## src/rtl/hdmi_audio_packetizer_pkg.sv

```systemverilog
// Shared constants and types for the HDMI audio sample packetizer.
// Packet layout, IEC 60958 channel-status positions and slot format.
package hdmi_audio_packetizer_pkg;

  localparam logic [7:0] PKT_TYPE_AUDIO = 8'h02;
  localparam int unsigned BLOCK_LEN = 192;
  localparam logic [7:0] FRAME_LAST = 8'(BLOCK_LEN - 1);
  localparam int NUM_SLOTS = 4;

  localparam logic [7:0] CS_CAT_LSB = 8'd8;
  localparam logic [7:0] CS_CAT_MSB = 8'd15;
  localparam logic [7:0] CS_FS_LSB = 8'd24;
  localparam logic [7:0] CS_FS_MSB = 8'd27;
  localparam logic [7:0] CS_WL_LSB = 8'd32;
  localparam logic [7:0] CS_WL_MSB = 8'd35;

  typedef struct packed {
    logic [15:0] left;
    logic [15:0] right;
    logic [7:0]  frame;
  } slot_t;

  // SB6 = {PR,CR,UR,VR,PL,CL,UL,VL}; V and U are always zero.
  function automatic logic [55:0] subpacket(slot_t s, logic c);
    logic pl;
    logic pr;
    pl = ^s.left ^ c;
    pr = ^s.right ^ c;
    return {pr, c, 2'b00, pl, c, 2'b00,
            s.right, 8'h00, s.left, 8'h00};
  endfunction

endpackage

```

## src/rtl/hdmi_audio_packetizer_chstat.sv

```systemverilog
// S/PDIF channel-status lookup: selects the C bit for one frame index.
// Category, sampling frequency and word length; every other bit is 0.
module hdmi_audio_packetizer_chstat
  import hdmi_audio_packetizer_pkg::*;
(
  input  logic [7:0] frame_i,
  input  logic [7:0] category_i,
  input  logic [3:0] sampling_freq_i,
  input  logic [3:0] word_length_i,
  output logic       c_bit_o
);

  logic [7:0] cat_off;
  logic [7:0] fs_off;
  logic [7:0] wl_off;

  assign cat_off = frame_i - CS_CAT_LSB;
  assign fs_off  = frame_i - CS_FS_LSB;
  assign wl_off  = frame_i - CS_WL_LSB;

  always_comb begin
    c_bit_o = 1'b0;
    unique case (1'b1)
      (frame_i >= CS_CAT_LSB && frame_i <= CS_CAT_MSB):
        c_bit_o = category_i[cat_off[2:0]];
      (frame_i >= CS_FS_LSB && frame_i <= CS_FS_MSB):
        c_bit_o = sampling_freq_i[fs_off[1:0]];
      (frame_i >= CS_WL_LSB && frame_i <= CS_WL_MSB):
        c_bit_o = word_length_i[wl_off[1:0]];
      default:
        c_bit_o = 1'b0;
    endcase
  end

endmodule

```

## src/rtl/hdmi_audio_packetizer.sv

```systemverilog
// HDMI audio sample packetizer: buffers up to four stereo samples and
// emits one audio sample packet per scheduler request.
module hdmi_audio_packetizer
  import hdmi_audio_packetizer_pkg::*;
(
  input  logic         pixel_clock_i,
  input  logic         reset_i,
  input  logic         sample_fifo_empty_i,
  input  logic [31:0]  sample_fifo_read_data_i,
  output logic         sample_fifo_read_enable_o,
  input  logic [7:0]   spdif_category_code_i,
  input  logic [3:0]   spdif_sampling_freq_i,
  input  logic [3:0]   spdif_word_length_i,
  input  logic         packet_request_i,
  output logic         packet_valid_o,
  output logic [23:0]  packet_header_o,
  output logic [223:0] packet_body_o,
  output logic [2:0]   samples_pending_o
);

  slot_t [NUM_SLOTS-1:0] slot_q, slot_d;
  logic [2:0]   count_q, count_d;
  logic         inflight_q;
  logic [7:0]   frame_q, frame_d;
  logic         valid_q;
  logic [23:0]  header_q, header_d;
  logic [223:0] body_q, body_d;

  logic [NUM_SLOTS-1:0] c_bit;
  logic [3:0]   present;
  logic [3:0]   blk;
  logic [1:0]   wr_idx;
  logic         rd_en;
  logic         emit;

  for (genvar g = 0; g < NUM_SLOTS; g++) begin : g_cs
    hdmi_audio_packetizer_chstat u_cs (
      .frame_i         (slot_q[g].frame),
      .category_i      (spdif_category_code_i),
      .sampling_freq_i (spdif_sampling_freq_i),
      .word_length_i   (spdif_word_length_i),
      .c_bit_o         (c_bit[g])
    );
  end

  // A word already requested still needs a slot, so it counts as occupied.
  assign rd_en = !reset_i && !sample_fifo_empty_i
              && ((4'(count_q) + 4'(inflight_q)) < 4'd4);
  assign emit  = packet_request_i && (count_q != 3'd0);

  always_comb begin
    slot_d   = slot_q;
    count_d  = count_q;
    frame_d  = frame_q;
    header_d = header_q;
    body_d   = body_q;
    present  = '0;
    blk      = '0;
    wr_idx   = count_q[1:0];
    if (emit) begin
      body_d = '0;
      for (int i = 0; i < NUM_SLOTS; i++) begin
        if (3'(i) < count_q) begin
          present[i] = 1'b1;
          blk[i] = (slot_q[i].frame == 8'd0);
          body_d[56*i +: 56] = subpacket(slot_q[i], c_bit[i]);
        end
      end
      header_d = {blk, 4'b0000, 4'b0000, present, PKT_TYPE_AUDIO};
      count_d  = '0;
      wr_idx   = '0;
    end
    if (inflight_q) begin
      slot_d[wr_idx] = '{left:  sample_fifo_read_data_i[31:16],
                         right: sample_fifo_read_data_i[15:0],
                         frame: frame_q};
      count_d = count_d + 3'd1;
      frame_d = (frame_q == FRAME_LAST) ? 8'd0 : frame_q + 8'd1;
    end
  end

  always_ff @(posedge pixel_clock_i) begin
    if (reset_i) begin
      slot_q     <= '0;
      count_q    <= '0;
      inflight_q <= 1'b0;
      frame_q    <= '0;
      valid_q    <= 1'b0;
      header_q   <= '0;
      body_q     <= '0;
    end else begin
      slot_q     <= slot_d;
      count_q    <= count_d;
      inflight_q <= rd_en;
      frame_q    <= frame_d;
      valid_q    <= emit;
      header_q   <= header_d;
      body_q     <= body_d;
    end
  end

  assign sample_fifo_read_enable_o = rd_en;
  assign packet_valid_o    = valid_q;
  assign packet_header_o   = header_q;
  assign packet_body_o     = body_q;
  assign samples_pending_o = count_q;

endmodule

```

## config.mk

```make
export PLATFORM = sky130hd
export DESIGN_NAME = hdmi_audio_packetizer
export DESIGN_NICKNAME = d
export VERILOG_FILES = /design/src/rtl/hdmi_audio_packetizer_pkg.sv /design/src/rtl/hdmi_audio_packetizer_chstat.sv /design/src/rtl/hdmi_audio_packetizer.sv
export SDC_FILE = /design/constraint.sdc
export NUM_CORES = 1
export LEC_CHECK = 0
export ABC_AREA = 0
export CORE_AREA = 2 2 175 177
export DETAILED_ROUTE_END_ITERATION = 16
export DIE_AREA = 0 0 177 179
export PLACE_DENSITY = 0.73
export SYNTH_ARGS = -nofsm -noshare
export SYNTH_HDL_FRONTEND = slang
export SYNTH_SLANG_ARGS = --single-unit
```

## constraint.sdc

```tcl
create_clock -name pixel_clock_i -period 1.8 [get_ports pixel_clock_i]
set_clock_uncertainty 0.1 [all_clocks]
set_input_delay 0.18 -clock pixel_clock_i [delete_from_list [all_inputs] [get_ports pixel_clock_i]]
set_output_delay 0.18 -clock pixel_clock_i [all_outputs]
set_load 0.005 [all_outputs]
```

### After elaboration in Yosys (flattened, before gate mapping)

Index checks and enable logic that the tools add are counted.

* output and inout bits: 253
* register bits after elaboration: 406
* bits of input ports: 52

* equality and inequality tests: 1
* reduce and logical (&&, ||, !) cells: 31
* add/sub/neg operators: 15
* muxes and demuxes: 47
* magnitude comparators: 43
* bitwise operators: 8

Operator list (count)
* $mux 56: 4
* $bwmux 160: 1
* $reduce_xor 16->1: 8
* $demux 40 s2: 1
* $mux 40: 1
* $ge 8x4->1 const B: 4
* $ge 8x5->1 const B: 4
* $ge 8x6->1 const B: 4
* $le 8x4->1 const B: 4
* $le 8x5->1 const B: 4
* $le 8x6->1 const B: 4
* $logic_not 8->1: 4
* $lt 2x3->1 const B: 9
* $mux 1: 20
* $bmux 1 s2: 8
* $logic_and 1x1->1: 16
* $lt 3x4->1 const B: 4
* $sub 2x1->2 const B: 8
* $bmux 1 s3: 4
* $pmux 1 s3: 4
* $sub 3x1->3 const B: 4
* $add 8x1->8 const B: 1
* $eq 8x8->1 const B: 1
* $mux 8: 1
* 11 further kinds: 22

### Depth between registers and ports, before layout

Gate-level depths: netlist of the first run.

* depth after elaboration: 8
* gate-level depth with buffers: 8
* gate-level depth less buffers: 6

### Cells and area by module

A second synthesis of the first run with hierarchy kept.

* cells, all modules: 1625
* area, all modules: 13700.6 sq um

By module, submodules not included
* hdmi_audio_packetizer: sequential area each 6446.2 sq um, cells each 1577, area an instance 13075.0 sq um, instances 1
* hdmi_audio_packetizer_chstat: sequential area each 0.0 sq um, cells each 12, area an instance 156.4 sq um, instances 4

### Worst setup path before layout of the first run

OpenSTA, ideal clock, no wires.

* path kind: reg2reg
* start: reg slot_q[120] (netlist name)
* end: reg body_q[219] (netlist: packet_body_o[219])
* setup slack: -0.140 ns
* setup time: 0.117 ns
* required time: 1.583 ns
* cell stages (with the launch flop): 8
* arrival time: 1.723 ns
* buffers on the path: 1
* period minus slack after synthesis: 1.940 ns
* path through: dfxtp_1 buf_6 mux4_2 and4b_1 a31oi_1 o41ai_4 xnor2_1 a22o_1

* longest elaborated chain between the ends: 6
* elaborated cells on any way between the ends: 21

RTL lines
* start: declaration: line hdmi_audio_packetizer.sv:21 `slot_t [NUM_SLOTS-1:0] slot_q, slot_d;`
* start signal: assignment: line hdmi_audio_packetizer.sv:92 `slot_q <= slot_d;`
* $sub 3x1->3 or $sub 2x1->2 (tied branches): line hdmi_audio_packetizer_chstat.sv:17, hdmi_audio_packetizer_chstat.sv:18, hdmi_audio_packetizer_chstat.sv:19
* $bmux 1 s3, or another cell as far along: line hdmi_audio_packetizer_chstat.sv:25 `c_bit_o = category_i[cat_off[2:0]];`
* $mux 1 (on tied branches): line hdmi_audio_packetizer_chstat.sv:25, hdmi_audio_packetizer_chstat.sv:27, hdmi_audio_packetizer_chstat.sv:29
* $pmux 1 s3 (*): line hdmi_audio_packetizer_chstat.sv:23 `unique case (1'b1)`
* $xor 1x1->1 (*): line hdmi_audio_packetizer_pkg.sv:27 `pl = ^s.left ^ c;`
* $mux 56 (*): line hdmi_audio_packetizer.sv:63 `if (3'(i) < count_q) begin`
* end signal: assignment: line hdmi_audio_packetizer.sv:98 `body_q <= body_d;`
* end: declaration: line hdmi_audio_packetizer.sv:27 `logic [223:0] body_q, body_d;`

Every way passes the cells marked *; elsewhere a longest branch is shown, timed or not. The select of a mux whose other input is x is not followed.
A chain may end at the register's enable or synchronous reset.

### Worst setup path after layout of the first run

* start: reg slot_q[120] (netlist name)
* end: reg body_q[223] (netlist: packet_body_o[223])

* longest elaborated chain between the ends: 6
* elaborated cells on any way between the ends: 21

RTL lines
* $sub 3x1->3 or $sub 2x1->2 (tied branches): line hdmi_audio_packetizer_chstat.sv:17, hdmi_audio_packetizer_chstat.sv:18, hdmi_audio_packetizer_chstat.sv:19
* $bmux 1 s3, or another cell as far along: line hdmi_audio_packetizer_chstat.sv:25
* $mux 1 (on tied branches): line hdmi_audio_packetizer_chstat.sv:25, hdmi_audio_packetizer_chstat.sv:27, hdmi_audio_packetizer_chstat.sv:29
* $pmux 1 s3 (*): line hdmi_audio_packetizer_chstat.sv:23
* $xor 1x1->1 (*): line hdmi_audio_packetizer_pkg.sv:28 `pr = ^s.right ^ c;`
* $mux 56 (*): line hdmi_audio_packetizer.sv:63

Marks and branches as above.

==> metrics, run 1 <==
global-route wire length before repair ~56000 um; Reg2Reg Depth 6; Vias/cell slightly above 5; H-tree level count 2; critical path class register to register; Tot GR Track Use 22.29%; vias in the first global route 10060; Peak VDD IR 0.5138 mV; violated checks setup timing; max-cap viol count 0; Worst slew margin between 30% and 40%; Worst path depth 6; destination of the critical timing path packet_body_o[223]$_SDFFE_PP0P_; R2R setup slack -0.16 ns; CP max stage cell mux4_2; critical-path cell list mux4_2 -> and4b_1 -> a31oi_2 -> o41ai_4 -> xnor2_1 -> a22o_1; final setup margin -0.1587 ns; PortBufs between 200 and 250; main flop type after synthesis dfxtp_1; CP Max Fanout 5; Period minus WS final ~2.0 ns; DRT Wirelength roughly 37000 um; Final Hold Viols 0; R2R Path End packet_body_o[223]$_SDFFE_PP0P_; Post-DP HPWL between 20000 and 30000 um; WL/cell about 17 um; DRC viols 0; final worst path period share 108.8%; Peak Freq 510.5 MHz; Horiz. Die Dim approximately 180 um; Synth top area share approximately half; Clock Pin Slew Worst Setup and Hold Paths roughly 0.060 ns; die area about 0.032 sq mm; CP startpoint kind register; grt ovf 0; Setup TNS -0.8628 ns; non-filler cells in the finished layout between 2000 and 2500; final-report max-slew violation count 0; DP Cell Count 2055; CP top delay family multiplexers; CP endpoint kind register; initial antenna violation count 0; fill count around 2600; Max stage delay on crit path 0.51 ns; RD Place Congestion between 0.8 and 0.9; Lkg Pwr 0.006195 uW; synthesized flop and latch total about 320; EDFF count, synth 0; Final Net Count ~1800; Final Setup Violations 10; I/O pin count ~300; Initial Utilization ~44%; synth top area cells dfxtp_1 (49%), nand2_1 (11%), xnor2_1 (7.8%), a21oi_1 (7.4%), a22o_1 (6.9%); Synth async-reset ratio 0%; sequential area share after synthesis 48.53%; count of buffer and inverter cells on the critical path 0; Longest Clk Path Bufs 3; layout cells sized above 1 ~11%; largest net degree at the start of global routing between 200 and 250; via count 10790; Core Rows between 60 and 70; Clock Sinks between 300 and 400; TritonCTS Buffers 36; root buffer cell clkbuf_16; RSZ-0062 raised after global routing true; Clk Latency, worst-skew pair around 0.5 ns; Hold Crit Class input pin to register; commonest non-fill, non-tap cells in the layout nand2_1 (399), dfxtp_1 (314), clkdlybuf4s50_1 (205), a21oi_1 (195), xnor2_1 (118); PwrDens 897.4 mW/mm^2; DRT antenna net count 0; drt pass-1 iters 5; syn avg cell area between 8 and 9 sq um; Core Box Area between 0.03 and 0.04 sq mm; cell taking the most area after synthesis dfxtp_1; initial drt markers 725; launch point of the worst path slot_q[120]$_SDFFE_PP0P_; critical path arrival 2.26 ns; CTS tree done; status finished, violations left; synthesized area roughly 0.013 sq mm; Die Ht between 150 and 200 um; Cells after Synth 1487; Worst R2R Start slot_q[120]$_SDFFE_PP0P_; actual slew at the worst max-slew pin about 0.99 ns; synth warn 0; count of cell types in the netlist 50; commonest non-fill, non-tap cell in the layout nand2_1; Req. time, crit path about 2.1 ns; area grow syn2layout 29.74%
through the flow:
stage	total power (uW)	utilization [%]	cell area, sq um	setup slack (ns)	hold slack, ns
global placement	8329	52.64	15810	-0.3710	0.3380
finish	15460	57.39	17230	-0.1587	0.2919
global route	15970	57.38	17230	-0.2444	0.2887
CTS	15540	56.96	17100	-0.1806	0.2719
floorplan	8058	-	13640	-0.09156	0.1715
detailed placement	8340	52.64	15810	-0.4661	0.3506
registers in the layout, indices dropped and copies added (netlist names):
signal             flops
frame_q                8
inflight_q             1
packet_body_o        140
packet_header_o        9
packet_valid_o         1
samples_pending_o      3
slot_q               160
synth_stat cells, types with 2 or more instances:
library cell,count
mux4_2,10
xor2_1,15
a21oi_1,196
mux2i_1,5
nand2_1,399
buf_2,2
dfxtp_1,322
nor3_1,9
a32o_1,3
nand3_1,5
a21o_1,3
nor4_1,3
buf_1,6
a22o_1,104
buf_6,4
clkbuf_1,87
a2111oi_0,2
xnor2_1,119
nor4b_1,2
nand4_1,4
or4_1,2
nor2_1,30
ha_1,5
nor2b_1,2
mux2_2,2
inv_1,5
nand2b_1,6
o21ai_0,4
a211oi_1,3
and2_1,6
mux4_1,4
buf_4,100
layer usage:
metal	part of all wire [%]	track usage (%)	wire [um]	vias up
met1	45	30.12	16490	5100
met3	8.0	4.835	2967	56
met4	2.0	6.164	724	0
met2	45	35.98	16850	407
li1	-	-	-	5229
met5	0	0	0	-
area by class of cell:
cell class	count	area [sq um]	area share [%]
multi-input combinational	1054	6145	35.66
inverter	5	18.77	0.1089
sequential	322	6464	37.51
clock inverter	11	121.4	0.7043
tap	396	495.5	2.875
antenna	1	2.502	0.01452
clock buffer	51	1049	6.084
timing repair buffer	285	2938	17.05
tightest hold or removal path, stage by stage:
cell,delay (ns)
clkdlybuf4s50_1,0.51
nand2_1,0.10
a21oi_1,0.06
kinds of logic (layout without fill, tap and decap cells):
group	after synthesis	count (layout)	synth area share, %
muxes	21	21	3.033
AOI/OAI and AO/OA	325	325	15.92
buffers and inverters	205	352	8.930
and+or+nand+nor	474	474	14.25
adders and majority gates	5	5	0.4710
xor gates and xnor gates	134	134	8.836
other	1	96	0.02823
DFF	322	322	48.53
how the worst min path moves through the flow:
stage | cells past startpoint | from | slack, ns | endpoint
after global placement | 1 | packet_header_o[10]$_SDFFE_PP0P_ | 0.34 | packet_header_o[10]$_SDFFE_PP0P_
after detailed placement | 2 | packet_body_o[19]$_SDFFE_PP0P_ | 0.35 | packet_body_o[19]$_SDFFE_PP0P_
after floorplan | 1 | sample_fifo_empty_i | 0.17 | inflight_q$_SDFF_PP0_
after global routing | 3 | sample_fifo_read_data_i[15] | 0.29 | slot_q[103]$_SDFFE_PP0P_
after CTS | 3 | sample_fifo_read_data_i[15] | 0.27 | slot_q[63]$_SDFFE_PP0P_
final | 3 | sample_fifo_read_data_i[9] | 0.29 | slot_q[97]$_SDFFE_PP0P_
power breakdown:
part / total [uW] / leakage [uW] / switching [uW] / internal [uW]
sequential: 7240 / 0.00260 / 56.2 / 7190
clock: 7230 / 0.000572 / 2880 / 4350
combinational: 991 / 0.00302 / 574 / 417
total: 15500 / 0.00620 / 3510 / 12000
repair_timing:
action                                  4_1_cts  5_1_grt
pin swaps                                    21       13
endpoints found under the setup margin       15      249
setup buffers                                 6        2
gates resized for setup                      25       23
gates cloned                                  0        1
endpoints found under the hold margin         6        0
hold buffers                                  1        0
(Power assumes the default switching activity.)
==> run 2: changes to the inputs <==
- MAX_ROUTING_LAYER: unset -> met4
==> metrics, run 2 (synthesized netlist as in run 1, its figures left out) <==
layout cells sized above 1 10.89% (was 10.71%); Hold Crit Class input pin to register (unchanged); status finished, violations left (unchanged); CP Max Fanout 5 (unchanged); RSZ-0062 raised after global routing true (unchanged); vias in the first global route 9977 (was 10060); Worst slew margin 50.66% (was 33.78%); CP endpoint kind register (unchanged); final worst path period share 108.3% (was 108.8%); Peak VDD IR 0.5383 mV (was 0.5138 mV); commonest non-fill, non-tap cell in the layout nand2_1 (unchanged); R2R setup slack -0.15 ns (was -0.16 ns); fill count 2577 (was 2596); root buffer cell clkbuf_16 (unchanged); WL/cell 17.31 um (was 17.43 um); area grow syn2layout 29.63% (was 29.74%); CP startpoint kind register (unchanged); Peak Freq 513.1 MHz (was 510.5 MHz); commonest non-fill, non-tap cells in the layout nand2_1 (398), dfxtp_1 (312), clkdlybuf4s50_1 (204), a21oi_1 (195), xnor2_1 (118) (was nand2_1 (399), dfxtp_1 (314), clkdlybuf4s50_1 (205), a21oi_1 (195), xnor2_1 (118)); DRC viols 0 (unchanged); actual slew at the worst max-slew pin 0.7401 ns (was 0.9933 ns); grt ovf 0 (unchanged); final-report max-slew violation count 0 (unchanged); Clk Latency, worst-skew pair 0.51 ns (about the same); Clock Sinks 322 (unchanged); drt pass-1 iters 5 (unchanged); violated checks setup timing (unchanged); I/O pin count 305 (unchanged); Tot GR Track Use 22.97% (was 22.29%); Core Box Area 0.03003 sq mm (unchanged); Lkg Pwr 0.006191 uW (was 0.006195 uW); Die Ht 179 um (unchanged); largest net degree at the start of global routing 157 (was 201); Largest register FFs 160 (unchanged); global-route wire length before repair 55370 um (was 55500 um); final setup margin -0.1489 ns (was -0.1587 ns); CTS tree done (unchanged); TritonCTS Buffers 35 (was 36); via count 10850 (was 10790); critical path arrival 2.24 ns (was 2.26 ns); Initial Utilization 44.23% (unchanged); Longest Clk Path Bufs 3 (unchanged); initial antenna violation count 1 (was 0); Biggest register slot_q (unchanged); RD Place Congestion 0.9040 (was 0.8622); Req. time, crit path 2.09 ns (was 2.10 ns); Period minus WS final 1.949 ns (was 1.959 ns); initial drt markers 815 (was 725); Final Hold Viols 0 (unchanged); final total power 15790 uW (was 15460 uW); Horiz. Die Dim 177 um (unchanged); Clock Pin Slew Worst Setup and Hold Paths 0.06 ns (about the same); H-tree level count 2 (unchanged); DRT Wirelength 36770 um (was 37030 um); max-cap viol count 0 (unchanged); Final Net Count 1757 (was 1761); die area 0.03168 sq mm (unchanged); Placed Instance Area 0.01580 sq mm (was 0.01581 sq mm); critical path class register to register (unchanged); Vias/cell 5.106 (was 5.079); DRT antenna net count 0 (unchanged); Final Setup Violations 6 (was 10); PwrDens 917.2 mW/mm^2 (was 897.4 mW/mm^2); Core Rows 64 (unchanged); PortBufs 209 (unchanged); fin area 0.01722 sq mm (was 0.01723 sq mm); Post-DP HPWL 25820 um (about the same)
-- run 2: changes by cell type in the layout (fill, tap and decap cells not counted), sizes merged --
cell           delta
clkinvlp          -1
clkdlybuf4s50     -1
buf               -2
inv               -2
bufinv            +3
clkbuf            -5
dlygate4sd2       +1
clkinv            +6
-- run 2: through the flow --
stage	worst slack [ns]	hold WS [ns]	setup TNS (ns)	cells	util, %
final	-0.1489	0.2640	-0.3639	2124	57.34
after global routing	-0.2190	0.2760	-0.9509	2124	57.34
after CTS	-0.1667	0.2559	-0.7168	2123	57.02
after detailed placement	-0.4159	0.3162	-43.99	2056	52.63
after global placement	-0.3759	0.3124	-33.60	2056	52.63
after floorplan	-0.09156	0.1715	-0.1831	1581	-
-- run 2: power by group --
part	switching (uW)	internal, uW	total [uW]
logic	563	407	970
clock network	2960	4630	7590
registers	56.6	7180	7240
total	3580	12200	15800
-- run 2: cell type report --
type / count / area, sq um / share of cell area [%]
diodes: 1 / 2.502 / 0.01453
clock buffers: 47 / 992.2 / 5.762
inverters: 5 / 18.77 / 0.1090
repair buffers: 282 / 2848 / 16.54
flip-flops and latches: 322 / 6471 / 37.58
multi-input cells: 1054 / 6152 / 35.73
clock inverters: 17 / 239.0 / 1.388
well taps: 396 / 495.5 / 2.877
-- run 2: repair_timing --
| item | CTS | global route |
|---|---|---|
| setup buffers | 2 | 2 |
| resized for setup | 24 | 27 |
| hold buffers | 1 | 0 |
| pin swaps | 21 | 13 |
| endpoints found under the hold margin | 2 | 0 |
| setup endpoints to repair | 26 | 162 |
-- run 2: path summary, 6_finish.rpt --
path                                                startpoint                         endpoint  cells past startpoint
worst min register to register  packet_body_o[10]$_SDFFE_PP0P_   packet_body_o[10]$_SDFFE_PP0P_                      2
worst max-delay path                  slot_q[120]$_SDFFE_PP0P_  packet_body_o[223]$_SDFFE_PP0P_                      6
worst min-delay path                sample_fifo_read_data_i[8]          slot_q[96]$_SDFFE_PP0P_                      3
worst max register to register        slot_q[120]$_SDFFE_PP0P_  packet_body_o[223]$_SDFFE_PP0P_                      6
-- run 2: worst max-delay path: stages (launching register included) --
cell     delay [ns]
dfxtp_4        0.38
mux4_2         0.51
and4b_1        0.22
a31oi_4        0.17
o41ai_4        0.11
xnor2_1        0.15
a22o_1         0.19
-- run 2: metal layers --
metal | share of wire, % | global-route usage, % | up-vias | wire length (um)
li1 | - | - | 5200 | -
met1 | 44 | 30.97 | 5127 | 16260
met2 | 45 | 34.45 | 449 | 16480
met3 | 8.0 | 4.538 | 69 | 2951
met4 | 2.9 | 7.817 | 0 | 1081
met5 | 0 | - | - | 0
==> run 3: changes to the inputs <==
- PLACE_DENSITY: 0.73 -> 0.75
==> metrics, run 3 (synthesized netlist as in run 1, its figures left out) <==
actual slew at the worst max-slew pin 0.8860 ns (was 0.7401 ns); Die Ht 179 um (unchanged); vias in the first global route 10010 (was 9977); non-filler cells in the finished layout 2127 (was 2124); final worst path period share 107.9% (was 108.3%); Initial Utilization 44.23% (unchanged); CTS tree done (unchanged); DRT antenna net count 0 (unchanged); Final Net Count 1764 (was 1757); Switching Power 3429 uW (was 3576 uW); initial antenna violation count 0 (was 1); RSZ-0062 raised after global routing true (unchanged); R2R Path End packet_body_o[223]$_SDFFE_PP0P_ (unchanged); PwrDens 890.8 mW/mm^2 (was 917.2 mW/mm^2); WHS 0.2670 ns (was 0.2640 ns); Largest register FFs 160 (unchanged); WL/cell 17.45 um (was 17.31 um); DRT Wirelength 37120 um (was 36770 um); share of power burned in combinational logic 6.4% (was 6.1%); CP Max Fanout 6 (was 5); drt pass-1 iters 5 (unchanged); H-tree level count 2 (unchanged); Core Box Area 0.03003 sq mm (unchanged); I/O pin count 305 (unchanged); CP startpoint kind register (unchanged); critical path class register to register (unchanged); met3 Use GR 3.456% (was 4.538%); global-route wire length before repair 55830 um (was 55370 um); P_int 11910 uW (was 12220 uW); Clock Pin Slew Worst Setup and Hold Paths 0.06 ns (about the same); RD Place Congestion 0.8736 (was 0.9040); Clock power frac 46.4% (was 48.0%); Peak Freq 514.7 MHz (was 513.1 MHz); violated checks setup timing (unchanged); Post-DP HPWL 26220 um (was 25820 um); grt ovf 0 (unchanged); commonest non-fill, non-tap cell in the layout nand2_1 (unchanged); die area 0.03168 sq mm (unchanged); largest net degree at the start of global routing 122 (was 157); Vias/cell 5.083 (was 5.106); Horiz. Die Dim 177 um (unchanged); launch point of the worst path slot_q[120]$_SDFFE_PP0P_ (unchanged); Seq pwr share 47.2% (was 45.8%); Lkg Pwr 0.006224 uW (was 0.006191 uW); status finished, violations left (unchanged); Reg2Reg Depth 6 (unchanged); diode count 0 (was 1); Switching Share 22.35% (was 22.64%); final setup margin -0.1428 ns (was -0.1489 ns); DP Cell Count 2061 (was 2056); Peak VDD IR 0.5722 mV (was 0.5383 mV); Final Hold Viols 0 (unchanged); met1 Use GR 31.52% (was 30.97%); via count 10810 (was 10850); Setup TNS -0.8346 ns (was -0.3639 ns); root buffer cell clkbuf_16 (unchanged); Post-Place Setup Slack -0.4359 ns (was -0.4159 ns); Biggest register slot_q (unchanged); max-cap viol count 0 (unchanged); Tot GR Track Use 23.03% (was 22.97%); destination of the critical timing path packet_body_o[223]$_SDFFE_PP0P_ (unchanged); Period minus WS final 1.943 ns (was 1.949 ns); DRC viols 0 (unchanged); Clock Sinks 322 (unchanged); CP endpoint kind register (unchanged); layout cells sized above 1 10.86% (was 10.89%); Worst R2R Start slot_q[120]$_SDFFE_PP0P_ (unchanged); Final Setup Violations 11 (was 6); Core Rows 64 (unchanged); GRT Max-Usage Layer met2 (unchanged); TritonCTS Buffers 34 (was 35); Req. time, crit path 2.09 ns (about the same); Hold Crit Class input pin to register (unchanged); met2 global-route usage 35.65% (was 34.45%); Clk Latency, worst-skew pair 0.51 ns (about the same); initial drt markers 757 (was 815); final-report max-slew violation count 0 (unchanged); critical path arrival 2.23 ns (was 2.24 ns); commonest non-fill, non-tap cells in the layout nand2_1 (399), dfxtp_1 (315), clkdlybuf4s50_1 (204), a21oi_1 (195), xnor2_1 (117) (was nand2_1 (398), dfxtp_1 (312), clkdlybuf4s50_1 (204), a21oi_1 (195), xnor2_1 (118)); area grow syn2layout 29.65% (was 29.63%); Worst slew margin 40.93% (was 50.66%); R2R setup slack -0.14 ns (was -0.15 ns); Longest Clk Path Bufs 3 (unchanged); PortBufs 209 (unchanged)
## run 3: area by class of cell
cell class | count | area, sq um
well taps | 396 | 495.5
repair buffers | 290 | 2999
clock inverters | 12 | 148.9
multi-input cells | 1054 | 6105
clock buffers | 48 | 994.7
inverters | 5 | 18.77
fillers | 2575 | 12810
flip-flops and latches | 322 | 6460
## run 3: worst max-delay path, cell delays in order (launching register included)
cell and delay, ns:
dfxtp_4 0.40, mux4_2 0.51, and4b_1 0.22, a31oi_4 0.18, o41ai_4 0.11, xnor2_1 0.14
a22o_1 0.18
## run 3: power by group through the flow
stage          clock, uW  sequential, uW  combinational, uW
5_1_grt             7560            7250               1060
3_5_place_dp           0            7400                960
6_report            7110            7240                986
3_3_place_gp           0            7400                947
2_1_floorplan          0            7390                669
4_1_cts             7230            7240                972
## run 3: how the worst min path moves through the flow
stage	depth (start not counted)	slack (ns)	end	start
after floorplan	1	0.17	inflight_q$_SDFF_PP0_	sample_fifo_empty_i
after global placement	2	0.28	packet_header_o[9]$_SDFFE_PP0P_	reset_i
after detailed placement	2	0.29	packet_header_o[9]$_SDFFE_PP0P_	reset_i
after CTS	2	0.19	inflight_q$_SDFF_PP0_	sample_fifo_empty_i
after global routing	3	0.29	slot_q[143]$_SDFFE_PP0P_	sample_fifo_read_data_i[15]
final	2	0.27	inflight_q$_SDFF_PP0_	sample_fifo_empty_i
## run 3: through the flow
step | instance area, sq um | utilization, % | total power (uW)
finish | 17220 | 57.35 | 15340
global route | 17220 | 57.35 | 15870
CTS | 17100 | 56.94 | 15440
detailed placement | 15890 | 52.92 | 8362
global placement | 15890 | 52.92 | 8346
floorplan | 13640 | - | 8058
## run 3: metal layers
layer	part of all wire, %	up-vias
met5	0	-
met4	2.0	0
met3	6.6	51
met2	46	401
met1	46	5145
li1	-	5215
## run 3: what timing repair did
item | in CTS | in global routing
cloned | 0 | 2
hold buffers | 1 | 0
gates resized for setup | 22 | 22
setup buffers | 2 | 3
endpoints found under the setup margin | 14 | 60
pin swaps | 18 | 7
hold endpoints to repair | 2 | 0
